`src/rtl/keypad_scan_pkg.sv`:
```
// Shared definitions for the 4x4 keypad scanner: column drive patterns,
// debounce FSM states and per-frame scan results.
package keypad_scan_pkg;

    localparam logic [3:0] KB_COL_0    = 4'b0111;
    localparam logic [3:0] KB_COL_1    = 4'b1011;
    localparam logic [3:0] KB_COL_2    = 4'b1101;
    localparam logic [3:0] KB_COL_3    = 4'b1110;
    localparam logic [3:0] KB_COL_IDLE = 4'b1111;

    typedef enum logic [1:0] {
        KB_IDLE    = 2'd0,
        KB_CONFIRM = 2'd1,
        KB_HELD    = 2'd2,
        KB_RELEASE = 2'd3
    } kb_state_t;

    typedef enum logic [1:0] {
        FRAME_NONE   = 2'd0,
        FRAME_SINGLE = 2'd1,
        FRAME_MULTI  = 2'd2
    } frame_kind_t;

    function automatic logic [3:0] col_pattern(input logic [1:0] idx);
        logic [3:0] pat;
        pat = KB_COL_0;
        case (idx)
            2'd0: pat = KB_COL_0;
            2'd1: pat = KB_COL_1;
            2'd2: pat = KB_COL_2;
            2'd3: pat = KB_COL_3;
            default: pat = KB_COL_0;
        endcase
        return pat;
    endfunction

endpackage

```
`src/rtl/keypad_scan_debounce.sv`:
```
// Frame-level debounce FSM: turns a stream of per-frame scan results into
// single-shot press/release events. Evaluated only on frame_end.
module keypad_debounce
    import keypad_scan_pkg::*;
#(
    parameter int DEBOUNCE_FRAMES = 2
) (
    input  logic        clk,
    input  logic        rst_n,
    input  logic        clear,
    input  logic        frame_end,
    input  frame_kind_t frame_kind,
    input  logic [3:0]  frame_code,
    output logic        key_valid,
    output logic [3:0]  key_code,
    output logic        key_down,
    output logic        key_release,
    output kb_state_t   state_dbg
);

    localparam logic [3:0] DEB = 4'(DEBOUNCE_FRAMES);

    kb_state_t  state;
    logic [3:0] cand;
    logic [3:0] cnt;
    logic [3:0] cnt_inc;

    assign cnt_inc   = cnt + 4'd1;
    assign state_dbg = state;

    always_ff @(posedge clk or negedge rst_n) begin
        if (!rst_n) begin
            state       <= KB_IDLE;
            cand        <= 4'h0;
            cnt         <= 4'd0;
            key_valid   <= 1'b0;
            key_release <= 1'b0;
            key_down    <= 1'b0;
            key_code    <= 4'h0;
        end else begin
            key_valid   <= 1'b0;
            key_release <= 1'b0;
            // Halting the scan drops the key silently; key_code is left as is.
            if (clear) begin
                state    <= KB_IDLE;
                cand     <= 4'h0;
                cnt      <= 4'd0;
                key_down <= 1'b0;
            end else if (frame_end) begin
                case (state)
                    KB_IDLE: begin
                        if (frame_kind == FRAME_SINGLE) begin
                            cand <= frame_code;
                            cnt  <= 4'd1;
                            if (DEB == 4'd1) begin
                                key_code  <= frame_code;
                                key_valid <= 1'b1;
                                key_down  <= 1'b1;
                                state     <= KB_HELD;
                            end else begin
                                state <= KB_CONFIRM;
                            end
                        end
                    end
                    KB_CONFIRM: begin
                        if (frame_kind == FRAME_SINGLE) begin
                            if (frame_code == cand) begin
                                if (cnt_inc >= DEB) begin
                                    key_code  <= cand;
                                    key_valid <= 1'b1;
                                    key_down  <= 1'b1;
                                    state     <= KB_HELD;
                                end else begin
                                    cnt <= cnt_inc;
                                end
                            end else begin
                                cand <= frame_code;
                                cnt  <= 4'd1;
                            end
                        end else begin
                            state <= KB_IDLE;
                        end
                    end
                    KB_HELD: begin
                        // MULTI counts as "still touched", so a second key never releases.
                        if (frame_kind == FRAME_NONE) begin
                            cnt <= 4'd1;
                            if (DEB == 4'd1) begin
                                key_down    <= 1'b0;
                                key_release <= 1'b1;
                                state       <= KB_IDLE;
                            end else begin
                                state <= KB_RELEASE;
                            end
                        end
                    end
                    KB_RELEASE: begin
                        if (frame_kind == FRAME_NONE) begin
                            if (cnt_inc >= DEB) begin
                                key_down    <= 1'b0;
                                key_release <= 1'b1;
                                state       <= KB_IDLE;
                            end else begin
                                cnt <= cnt_inc;
                            end
                        end else begin
                            state <= KB_HELD;
                        end
                    end
                    default: state <= KB_IDLE;
                endcase
            end
        end
    end

endmodule

```
`src/rtl/keypad_scan.sv`:
```
// 4x4 keypad scanner: one-cold column drive, row synchroniser and per-frame
// closure accumulator feeding the debounce FSM.
module keypad_scan
    import keypad_scan_pkg::*;
#(
    parameter int SCAN_DIV        = 8,
    parameter int DEBOUNCE_FRAMES = 2
) (
    input  logic       clk,
    input  logic       rst_n,
    input  logic       scan_en,
    input  logic [3:0] keyboard_row,
    output logic [3:0] keyboard_col,
    output logic       key_valid,
    output logic [3:0] key_code,
    output logic       key_down,
    output logic       key_release,
    output kb_state_t  debug_state
);

    localparam int               DIV_W    = $clog2(SCAN_DIV);
    localparam logic [DIV_W-1:0] DIV_LAST = DIV_W'(SCAN_DIV - 1);

    logic [3:0]       row_meta;
    logic [3:0]       row_sync;
    logic [DIV_W-1:0] div_cnt;
    logic [1:0]       col_idx;
    logic             tick;
    logic [1:0]       acc_cnt;
    logic [3:0]       acc_code;
    logic             frame_end;
    frame_kind_t      frame_kind;
    logic [3:0]       frame_code;

    logic [2:0] col_hits;
    logic [1:0] col_first;
    logic       col_found;
    logic [2:0] total;
    logic [1:0] total_sat;
    logic [3:0] first_code;

    assign tick = (div_cnt == DIV_LAST);

    always_ff @(posedge clk or negedge rst_n) begin
        if (!rst_n) begin
            row_meta <= 4'b1111;
            row_sync <= 4'b1111;
        end else begin
            row_meta <= keyboard_row;
            row_sync <= row_meta;
        end
    end

    // Closures seen on the current column; lowest row wins as "first".
    always_comb begin
        col_hits  = 3'd0;
        col_first = 2'd0;
        col_found = 1'b0;
        for (int r = 0; r < 4; r++) begin
            if (!row_sync[3-r]) begin
                col_hits = col_hits + 3'd1;
                if (!col_found) begin
                    col_first = 2'(r);
                    col_found = 1'b1;
                end
            end
        end
        total      = {1'b0, acc_cnt} + col_hits;
        total_sat  = (total >= 3'd2) ? 2'd2 : total[1:0];
        first_code = (acc_cnt == 2'd0) ? {col_first, col_idx} : acc_code;
    end

    always_ff @(posedge clk or negedge rst_n) begin
        if (!rst_n) begin
            div_cnt      <= '0;
            col_idx      <= 2'd0;
            keyboard_col <= KB_COL_0;
            acc_cnt      <= 2'd0;
            acc_code     <= 4'h0;
            frame_end    <= 1'b0;
            frame_kind   <= FRAME_NONE;
            frame_code   <= 4'h0;
        end else begin
            frame_end <= 1'b0;
            if (!scan_en) begin
                div_cnt      <= '0;
                col_idx      <= 2'd0;
                keyboard_col <= KB_COL_IDLE;
                acc_cnt      <= 2'd0;
                acc_code     <= 4'h0;
            end else if (tick) begin
                div_cnt      <= '0;
                col_idx      <= col_idx + 2'd1;
                keyboard_col <= col_pattern(col_idx + 2'd1);
                if (col_idx == 2'd3) begin
                    frame_end  <= 1'b1;
                    frame_code <= first_code;
                    case (total_sat)
                        2'd0:    frame_kind <= FRAME_NONE;
                        2'd1:    frame_kind <= FRAME_SINGLE;
                        default: frame_kind <= FRAME_MULTI;
                    endcase
                    acc_cnt  <= 2'd0;
                    acc_code <= 4'h0;
                end else begin
                    acc_cnt  <= total_sat;
                    acc_code <= first_code;
                end
            end else begin
                div_cnt      <= div_cnt + 1'b1;
                keyboard_col <= col_pattern(col_idx);
            end
        end
    end

    keypad_debounce #(
        .DEBOUNCE_FRAMES(DEBOUNCE_FRAMES)
    ) u_debounce (
        .clk        (clk),
        .rst_n      (rst_n),
        .clear      (!scan_en),
        .frame_end  (frame_end),
        .frame_kind (frame_kind),
        .frame_code (frame_code),
        .key_valid  (key_valid),
        .key_code   (key_code),
        .key_down   (key_down),
        .key_release(key_release),
        .state_dbg  (debug_state)
    );

endmodule

```
`config.mk`:
```
export PLATFORM = sky130hd
export DESIGN_NAME = keypad_scan
export DESIGN_NICKNAME = d
export VERILOG_FILES = /design/src/rtl/keypad_scan_pkg.sv /design/src/rtl/keypad_scan_debounce.sv /design/src/rtl/keypad_scan.sv
export SDC_FILE = /design/constraint.sdc
export NUM_CORES = 1
export LEC_CHECK = 0
export CORE_ASPECT_RATIO = 1.4
export CORE_MARGIN = 2
export CORE_UTILIZATION = 52
export DETAILED_ROUTE_END_ITERATION = 8
export HOLD_SLACK_MARGIN = 0.1
export PLACE_DENSITY = 0.81
export SLEW_MARGIN = 20
export SYNTH_ARGS = -nofsm -noshare
export SYNTH_HDL_FRONTEND = slang
export SYNTH_SLANG_ARGS = --single-unit
```
`constraint.sdc`:
```
create_clock -name clk -period 9.25 [get_ports clk]
set_clock_uncertainty 0.2 [all_clocks]
set_input_delay 0.925 -clock clk [delete_from_list [all_inputs] [get_ports clk]]
set_output_delay 0.925 -clock clk [all_outputs]
set_load 0.05 [all_outputs]
```
==> results of run 1 <==
==> per-stage QoR <==
stage / power, mW / instances / setup WS, ns / hold WS, ns
6_report: 0.372 / 296 / 6.05 / 0.159
5_1_grt: 0.387 / 296 / 5.89 / 0.161
4_1_cts: 0.376 / 296 / 6.02 / 0.159
3_5_place_dp: 0.241 / 288 / 5.86 / 0.148
3_3_place_gp: 0.240 / 288 / 5.90 / 0.147
2_1_floorplan: 0.230 / 213 / 6.22 / 0.145
==> path summary, 6_finish.rpt <==
check                                               end  cells after the start
worst min register to register              row_sync[1]                      0
min in group asynchronous       u_debounce.state_dbg[1]                      1
max in group asynchronous               keyboard_col[2]                      1
worst max-delay path                      frame_kind[1]                      9
worst min-delay path                        row_sync[1]                      0
worst max register to register            frame_kind[1]                      9
==> layer usage <==
layer,up-vias,part of all wire (%),global-route usage [%]
li1,794,-,-
met1,804,39,19.3
met2,31,56,32.9
met3,11,2.9,4.16
met4,0,2.6,8.51
met5,-,0,0
==> worst max-delay path, cell delays in order, from the launching register on <==
cell	delay (ns)
dfstp_2	0.55
inv_1	0.07
ha_1	0.33
xnor2_1	0.25
ha_1	0.27
mux2_2	0.28
fa_1	0.39
xnor3_1	0.38
nand2b_1	0.11
mux2_2	0.28
==> cell families after synthesis <==
| group | after synthesis | synth area share [%] |
|---|---|---|
| xor+xnor | 9 | 3.84 |
| flops | 47 | 49.4 |
| simple gates | 66 | 15.7 |
| mux | 15 | 6.75 |
| fa+ha+maj | 17 | 9.14 |
| buf+inv | 16 | 2.85 |
| compound gates | 43 | 12.4 |
==> power groups by stage <==
stage / Clock, mW / Sequential (mW) / Combinational, mW
after floorplan: 0 / 0.217 / 0.0136
after global placement: 0 / 0.216 / 0.0239
after detailed placement: 0 / 0.216 / 0.0247
after CTS: 0.138 / 0.212 / 0.0250
after global routing: 0.146 / 0.213 / 0.0283
final: 0.135 / 0.212 / 0.0245
==> sequential cells by signal, indices dropped and copies added, names as in the netlist <==
| register | count |
|---|---|
| acc_code | 4 |
| frame_code | 4 |
| keyboard_col | 4 |
| row_meta | 4 |
| row_sync | 4 |
| u_debounce.cand | 4 |
| u_debounce.cnt | 4 |
| u_debounce.key_code | 4 |
| div_cnt | 3 |
| acc_cnt | 2 |
| col_idx | 2 |
| frame_kind | 2 |
| u_debounce.state_dbg | 2 |
| frame_end | 1 |
| u_debounce.key_down | 1 |
| u_debounce.key_release | 1 |
| u_debounce.key_valid | 1 |
==> cells in the final DEF (no fill, tap or decap), types with 4 or more instances in the layout <==
cell type and n:
xnor2_1 4, nand2b_1 5, a21oi_1 7, xor2_1 4, nand2_1 24, ha_1 16, o21ai_0 15, nand3_1 7
inv_1 9, clkdlybuf4s50_1 18, nor2b_1 7, clkbuf_8 7, dfstp_2 11, mux2i_1 5, nor2_1 9, dfrtp_1 36
mux2_2 10
==> final cells by class <==
type | count | area share [%]
clock buffer | 7 | 3.51
multi-input combinational | 150 | 41.9
sequential | 47 | 43.3
clock inverter | 1 | 0.273
tap | 62 | 2.82
inverter | 10 | 1.37
timing repair buffer | 19 | 6.83
==> flow_summary.toml, run 1 <==
[run_status]
status = "complete, no violations"

[placed_design]
gp_congestion = 0.836
port_buffers = 19
hpwl_um = 3100
postPlaceCellArea_sq_mm = 0.00264

[critical_path]
arrival_ns = 3.20
start_kind = "flop"
r2r-start = "row_sync[2]"
critPathMaxFanout = 4
required_ns = 9.24
reg2reg_slack_ns = 6.05
worst-setup-path-type = "flop to flop"
startpoint = "row_sync[2]"
end_kind = "flop"

[sta]
maxSlewHeadroom_pct = 50.9
finalSetupViolCount = 0
hold_viol_final = 0
worstMarginPinSlew_ns = 0.734
finalCritPeriodShare_pct = 34.6
fin_crit_ns = 3.20
fin_setup_tns_ns = 0
drv_slew = 0
fmax_mhz = 312
grt_setup_unrepaired = "no"

[power]
p_per_area_mw_per_mm2 = 135
p_leak_nw = 1.23
internal_power_uw = 288
switching_share_pct = 22.6
seqPwrFrac_pct = 57.1
p_clk_share_pct = 36.3
power_switching_uw = 83.9
p_comb_share_pct = 6.6
vdd_drop_max_v = 0.0000895

[logic_synthesis]
synthCells = 213
yosysMostFrequentCell = "dfrtp_1"
postSynth.asyncResetShare_pct = 100
netlist_top_cells_count = "dfrtp_1, nand2_1, ha_1"
syn_area_per_cell_sq_um = 11.3
syn-num-nets = 237
yosys.area.top_type = "dfrtp_1"
yosysSeqAreaShare_pct = 49.4
synth_top_cell_area_share_pct = 37.4
syn_area_sq_mm = 0.00241
yosysWarnings = 0
yosys.cell_types.count = 47
synth_edf_count = 0
ys_ff_latch = 47
ys.flop_type = "dfrtp_1"
yosys-top-cells-area = "dfrtp_1, dfstp_2, ha_1"

[floorplanning]
die_y_um = 84.6
die_w_um = 61.5
pin_count = 20
initial_core_util_pct = 53.6
rows = 29
dieArea_sq_mm = 0.00520
core_area_sq_mm = 0.00450

[cts]
clk_path_buf_depth = 2
cts_tree = "done"
postCtsHoldBufs = 0
cts_resized = 0
cts.sinks = 47
postCtsSetupRepairBufs = 0
numCtsBuffers = 5
htree_levels = 2
cts-root-buf = "clkbuf_8"
insertion_delay_ns = 0.30
clk_pin_slew_ns = 0.09

[grt]
grt_pass1_wl_um = 7110
antenna_found_initial = 0
grt.overflow.total = 0
grt_pass1_vias = 1655
gr-usage-all-layers_pct = 18.4
grt_start_max_net_pins = 48

[detailed_routing]
wire_per_inst_um = 14.2
drt_iter0_drc = 100
drc_errors = 0
num_vias = 1640
drtAntennaViolNets = 0
vias_per_cell = 5.54
drt-total-wl_um = 4200
drtPass1Iterations = 4

[final_layout]
fin_nets = 257
multiInputGateArea_sq_mm = 0.00115
layout-drive-gt1-share_pct = 16.7
num-fill-cells = 362
fin_area_sq_mm = 0.00275
fin_util_pct = 61.1
num_antenna_cells = 0
area_growth_pct = 14.0
seq_area_sq_mm = 0.00119

[min_path]
min_from = "row_meta[1]"
min_path_type = "flop to flop"

[run]
drv_cap = 0
(Power assumes the default switching activity.)
==> run 2: changes to the inputs <==
--- a/config.mk
+++ b/config.mk
@@ -10,7 +10,7 @@
 export CORE_UTILIZATION = 52
 export DETAILED_ROUTE_END_ITERATION = 8
 export HOLD_SLACK_MARGIN = 0.1
-export PLACE_DENSITY = 0.81
+export PLACE_DENSITY = 0.84
 export SLEW_MARGIN = 20
 export SYNTH_ARGS = -nofsm -noshare
 export SYNTH_HDL_FRONTEND = slang
==> constraint.sdc (replaced) <==
create_clock -name clk -period 2.6 [get_ports clk]
set_clock_uncertainty 0.2 [all_clocks]
set_input_delay 0.26 -clock clk [delete_from_list [all_inputs] [get_ports clk]]
set_output_delay 0.26 -clock clk [all_outputs]
set_load 0.05 [all_outputs]
==> run 2 against run 1 <==
Net effect: the flow now finishes with violations (negative setup slack); maximum frequency rose by 15%; hold slack got worse by 0.00060 ns; largest power group unchanged; critical endpoint unchanged; wire length fell by 1.8%; clock power rose to 3.3 times the previous value; worst setup slack got worse by 6.2 ns; global-route usage barely moved.
==> flow_summary.toml, run 2 (synthesized netlist as in run 1, its figures left out) <==
[placed_design]
hpwl_um = 3010
post-place-ws_ns = -0.184
dp_cells = 296
port_buffers = 19
gp_congestion = 0.855
postPlaceCellArea_sq_mm = 0.00273

[detailed_routing]
drt_iter0_drc = 49
vias_per_cell = 5.43
drc_errors = 0
drtAntennaViolNets = 0
drtPass1Iterations = 4
num_vias = 1667
drt-total-wl_um = 4130
wire_per_inst_um = 13.4

[sta]
hold_viol_final = 0
maxSlewHeadroom_pct = 42.5
finalCritPeriodShare_pct = 107
worstMarginPinSlew_ns = 0.862
whs_ns = 0.158
fmax_mhz = 359
drv_slew = 0
fin_setup_tns_ns = -0.485
fin_crit_ns = 2.78
setup_ws_ns = -0.185
grt_setup_unrepaired = "yes"
finalSetupViolCount = 3

[final_layout]
area_growth_pct = 18.9
fin_util_pct = 63.7
num_antenna_cells = 0
fin_area_sq_mm = 0.00287
layout_commonest_cell = "dfrtp_1"
fin_nets = 268
instances_no_fill = 307
num-fill-cells = 381
layout-drive-gt1-share_pct = 22.9
layout_common_cells = "dfrtp_1, nand2_1, clkdlybuf4s50_1"

[grt]
grt_start_max_net_pins = 41
met1_usage_pct = 21.1
antenna_found_initial = 0
met2_usage_pct = 31.8
grt_pass1_wl_um = 7330
busiest_layer = "met2"
grt_use_met3_pct = 4.31
grt.overflow.total = 0
gr-usage-all-layers_pct = 18.4
grt_pass1_vias = 1646

[min_path]
min_path_type = "flop to flop"

[critical_path]
critPathMaxFanout = 4
required_ns = 2.58
end_kind = "flop"
start_kind = "flop"
arrival_ns = 2.77
worst-setup-path-type = "flop to flop"

[power]
vdd_drop_max_v = 0.000382
p_leak_nw = 1.29
totalPowerFinal_mw = 1.32
p_per_area_mw_per_mm2 = 461

[run_status]
status = "finished with violations"
violations = "negative setup slack"

[floorplanning]
die_y_um = 84.6
core_area_sq_mm = 0.00450
pin_count = 20
rows = 29
dieArea_sq_mm = 0.00520
die_w_um = 61.5
initial_core_util_pct = 53.6

[cts]
numCtsBuffers = 5
cts_tree = "done"
cts-root-buf = "clkbuf_8"
insertion_delay_ns = 0.30
htree_levels = 2
clk_pin_slew_ns = 0.07
cts.sinks = 47
clk_path_buf_depth = 2

[run]
drv_cap = 0
run 2: final timing paths:
kind	depth (start not counted)	slack (ns)	endpoint	from
worst max-delay path	9	-0.18	frame_kind[1]	row_sync[2]
worst min-delay path	0	0.16	row_sync[0]	row_meta[0]
worst max register to register	9	-0.18	frame_kind[1]	row_sync[2]
worst min register to register	0	0.16	row_sync[0]	row_meta[0]
max in group asynchronous	3	1.07	row_sync[1]	rst_n
min in group asynchronous	2	0.40	u_debounce.key_code[2]	rst_n
run 2: critical path, cell delays in order (launching register included):
cell and delay, ns:
dfstp_2 0.56, inv_2 0.05, ha_4 0.24, xnor2_2 0.13, ha_1 0.27, mux2_4 0.28
fa_2 0.34, xnor3_1 0.27, nand2b_4 0.08, mux2_4 0.25
run 2: what timing repair did:
item | in CTS | in global routing
endpoints found under the hold margin | 36 | 0
hold buffers | 1 | 0
pin swaps | 1 | 2
setup buffers | 1 | 1
resized for setup | 0 | 6
gates cloned | 0 | 0
endpoints found under the setup margin | 4 | 4
run 2: report_power, final:
part	total [mW]	switching [mW]	internal, mW
registers	0.755	0.00777	0.747
clock network	0.447	0.235	0.212
logic	0.120	0.0607	0.0590
run 2: final cells by class:
class                      count  area, sq um  area share, %
inverter                      10         37.5           1.31
timing repair buffer          30          270           9.43
clock inverter                 2         11.3          0.393
tap                           62         77.6           2.71
multi-input combinational    150         1200           41.7
clock buffer                   6         82.6           2.88
sequential                    47         1190           41.5
run 2: routing by layer:
| layer | up-vias | routed length (um) |
|---|---|---|
| li1 | 810 | - |
| met2 | 23 | 2280 |
| met5 | - | 0 |
| met4 | 0 | 63 |
| met3 | 8 | 110 |
| met1 | 826 | 1680 |
==> run 3: changes to the inputs <==
--- a/config.mk
+++ b/config.mk
@@ -5,12 +5,13 @@
 export SDC_FILE = /design/constraint.sdc
 export NUM_CORES = 1
 export LEC_CHECK = 0
+export ABC_AREA = 1
 export CORE_ASPECT_RATIO = 1.4
 export CORE_MARGIN = 2
 export CORE_UTILIZATION = 52
 export DETAILED_ROUTE_END_ITERATION = 8
 export HOLD_SLACK_MARGIN = 0.1
-export PLACE_DENSITY = 0.84
+export PLACE_DENSITY = 0.83
 export SLEW_MARGIN = 20
 export SYNTH_ARGS = -nofsm -noshare
 export SYNTH_HDL_FRONTEND = slang
==> run 3 against run 2 <==
Net effect: the flow still finishes with violations (negative setup slack); final cell count grew 21%; sequential share of layout area shrank 1.3 points; hold slack lost 0.0019 ns; area after synthesis grew 3.1%; critical endpoint is now frame_kind[0]; largest power group unchanged.
==> flow_summary.toml, run 3 <==
[sta]
fin_setup_tns_ns = -0.476
fmax_mhz = 367
worstMarginPinSlew_ns = 0.888
finalCritPeriodShare_pct = 105
fin_crit_ns = 2.73
setup_ws_ns = -0.126
drv_slew = 0
hold_viol_final = 0
grt_setup_unrepaired = "yes"
finalSetupViolCount = 4
whs_ns = 0.156
maxSlewHeadroom_pct = 40.8

[final_layout]
num-fill-cells = 379
layout_common_cells = "nand2_1, dfrtp_1, inv_1"
area_growth_pct = 19.2
layout_commonest_cell = "nand2_1"
layout-drive-gt1-share_pct = 21.9
num_antenna_cells = 0
seq_area_sq_mm = 0.00119
multiInputGateArea_sq_mm = 0.00119
fin_nets = 333

[critical_path]
end_kind = "flop"
critPathMaxFanout = 3
crit_chain = "inv_2 -> ha_4 -> xnor2_4 -> ha_4 -> nand2_2 -> o21ai_2 -> fa_2 -> nand3b_1 -> nand2_1 -> xor2_1 -> nand3_1 -> o21ai_1"
cp_slowest_cell = "dfstp_2"
critPathMostFrequentCell = "ha_4"
critPathTopFamily = "adder cells"
worst-setup-path-type = "flop to flop"
start_kind = "flop"
required_ns = 2.63
critPathBufInv = 1
arrival_ns = 2.75
slowest_delay_ns = 0.58

[cts]
insertion_delay_ns = 0.30
clk_path_buf_depth = 2
cts_tree = "done"
postCtsSetupRepairBufs = 0
htree_levels = 2
numCtsBuffers = 5
cts.sinks = 47
clk_pin_slew_ns = 0.09
cts-root-buf = "clkbuf_8"

[power]
totalPowerFinal_mw = 1.67
seqPwrFrac_pct = 48.0
p_leak_nw = 1.40
switching_share_pct = 29.6
power_switching_uw = 495
p_comb_share_pct = 20.5
p_per_area_mw_per_mm2 = 565
p_clk_share_pct = 31.5
vdd_drop_max_v = 0.000377
internal_power_mw = 1.18

[logic_synthesis]
yosysSeqAreaShare_pct = 47.9
synthCells = 279
yosys.cell_types.count = 31
yosys.area_share.xor_xnor_pct = 1.76
synth_edf_count = 0
netlist_top_cells_count = "nand2_1, dfrtp_1, inv_1"
yosys.area.top_type = "dfrtp_1"
synthSimpleGateAreaFrac_pct = 26.8
ys_ff_latch = 47
syn_area_sq_mm = 0.00248
yosys-top-cells-area = "dfrtp_1, nand2_1, dfstp_2"
synth_top_family_by_area = "simple AND/OR/NAND/NOR gates"
synth_top_cell_area_share_pct = 36.3
ys.flop_type = "dfrtp_1"
postSynth.asyncResetShare_pct = 100
muxShareOfSynthArea_pct = 0
syn_area_per_cell_sq_um = 8.90
synth-compound-area-share_pct = 7.36
yosysMostFrequentCell = "nand2_1"
synth_fa_ha_area_share_pct = 8.87
yosysWarnings = 0
syn-num-nets = 303

[grt]
gr-usage-all-layers_pct = 17.9
grt.overflow.total = 0
grt_pass1_wl_um = 7660
antenna_found_initial = 0
grt_start_max_net_pins = 43
grt_pass1_vias = 1847

[floorplanning]
die_y_um = 85.8
rows = 29
dieArea_sq_mm = 0.00535
core_area_sq_mm = 0.00457
pin_count = 20
initial_core_util_pct = 54.3
die_w_um = 62.4

[min_path]
min_path_type = "input port to flop"

[run_status]
status = "finished with violations"
violations = "negative setup slack"

[detailed_routing]
drtAntennaViolNets = 0
drtPass1Iterations = 4
wire_per_inst_um = 11.8
drt-total-wl_um = 4410
drt_iter0_drc = 93
drc_errors = 0
num_vias = 1902
vias_per_cell = 5.11

[run]
drv_cap = 0

[placed_design]
post-place-ws_ns = -0.201
gp_congestion = 0.797
port_buffers = 19
hpwl_um = 3310
run 3: power groups by stage:
| stage | clock network (mW) | logic (mW) | registers, mW |
|---|---|---|---|
| final | 0.526 | 0.343 | 0.802 |
| after global placement | 0 | 0.318 | 0.813 |
| after floorplan | 0 | 0.221 | 0.836 |
| after detailed placement | 0 | 0.326 | 0.815 |
| after global routing | 0.567 | 0.381 | 0.807 |
| after CTS | 0.540 | 0.337 | 0.802 |
run 3: cell type report:
type	instances	share of cell area [%]
flip-flops and latches	47	40.2
inverters	39	4.95
clock inverters	3	1.31
clock buffers	5	2.32
multi-input cells	189	40.2
repair buffers	27	8.37
well taps	62	2.62
run 3: what timing repair did:
| item | CTS | global route |
|---|---|---|
| pin swaps | 7 | 8 |
| hold buffers | 1 | 0 |
| resized for setup | 5 | 7 |
| hold endpoints to repair | 36 | 0 |
| setup endpoints to repair | 4 | 4 |
run 3: worst reg2reg max path, stage by stage, from the launching register on:
cell,delay [ns]
dfstp_2,0.58
inv_2,0.06
ha_4,0.29
xnor2_4,0.13
ha_4,0.23
nand2_2,0.07
o21ai_2,0.06
fa_2,0.33
nand3b_1,0.16
nand2_1,0.08
xor2_1,0.19
nand3_1,0.12
o21ai_1,0.14
run 3: per-layer routing:
| metal | global-route usage [%] | share of wire [%] | up-vias |
|---|---|---|---|
| met1 | 18.9 | 38 | 908 |
| met4 | 8.69 | 2.0 | 0 |
| met3 | 3.54 | 2.9 | 10 |
| met2 | 33.8 | 57 | 39 |
| li1 | - | - | 945 |
| met5 | 0 | 0 | - |
run 3: final timing paths:
kind | start | endpoint | slack [ns] | cells past startpoint
setup / recovery | row_sync[2] | frame_kind[0] | -0.13 | 12
hold / removal | keyboard_row[3] | row_meta[3] | 0.16 | 1
setup reg to reg | row_sync[2] | frame_kind[0] | -0.13 | 12
hold reg to reg | row_meta[2] | row_sync[2] | 0.16 | 0
max in group asynchronous | rst_n | row_sync[1] | 1.07 | 3
min in group asynchronous | rst_n | u_debounce.key_down | 0.43 | 2
run 3: cells by family after synthesis:
kind of cell | count (synthesis)
flops | 47
simple gates | 134
fa+ha+maj | 17
buf+inv | 43
compound gates | 33
xor+xnor | 5
run 3: stage by stage:
stage / instances / instance area, sq um / util [%]
2_1_floorplan: 279 / 2520 / -
3_3_place_gp: 363 / 2800 / 61.2
3_5_place_dp: 363 / 2800 / 61.2
4_1_cts: 372 / 2940 / 64.2
5_1_grt: 372 / 2960 / 64.8
6_report: 372 / 2960 / 64.8
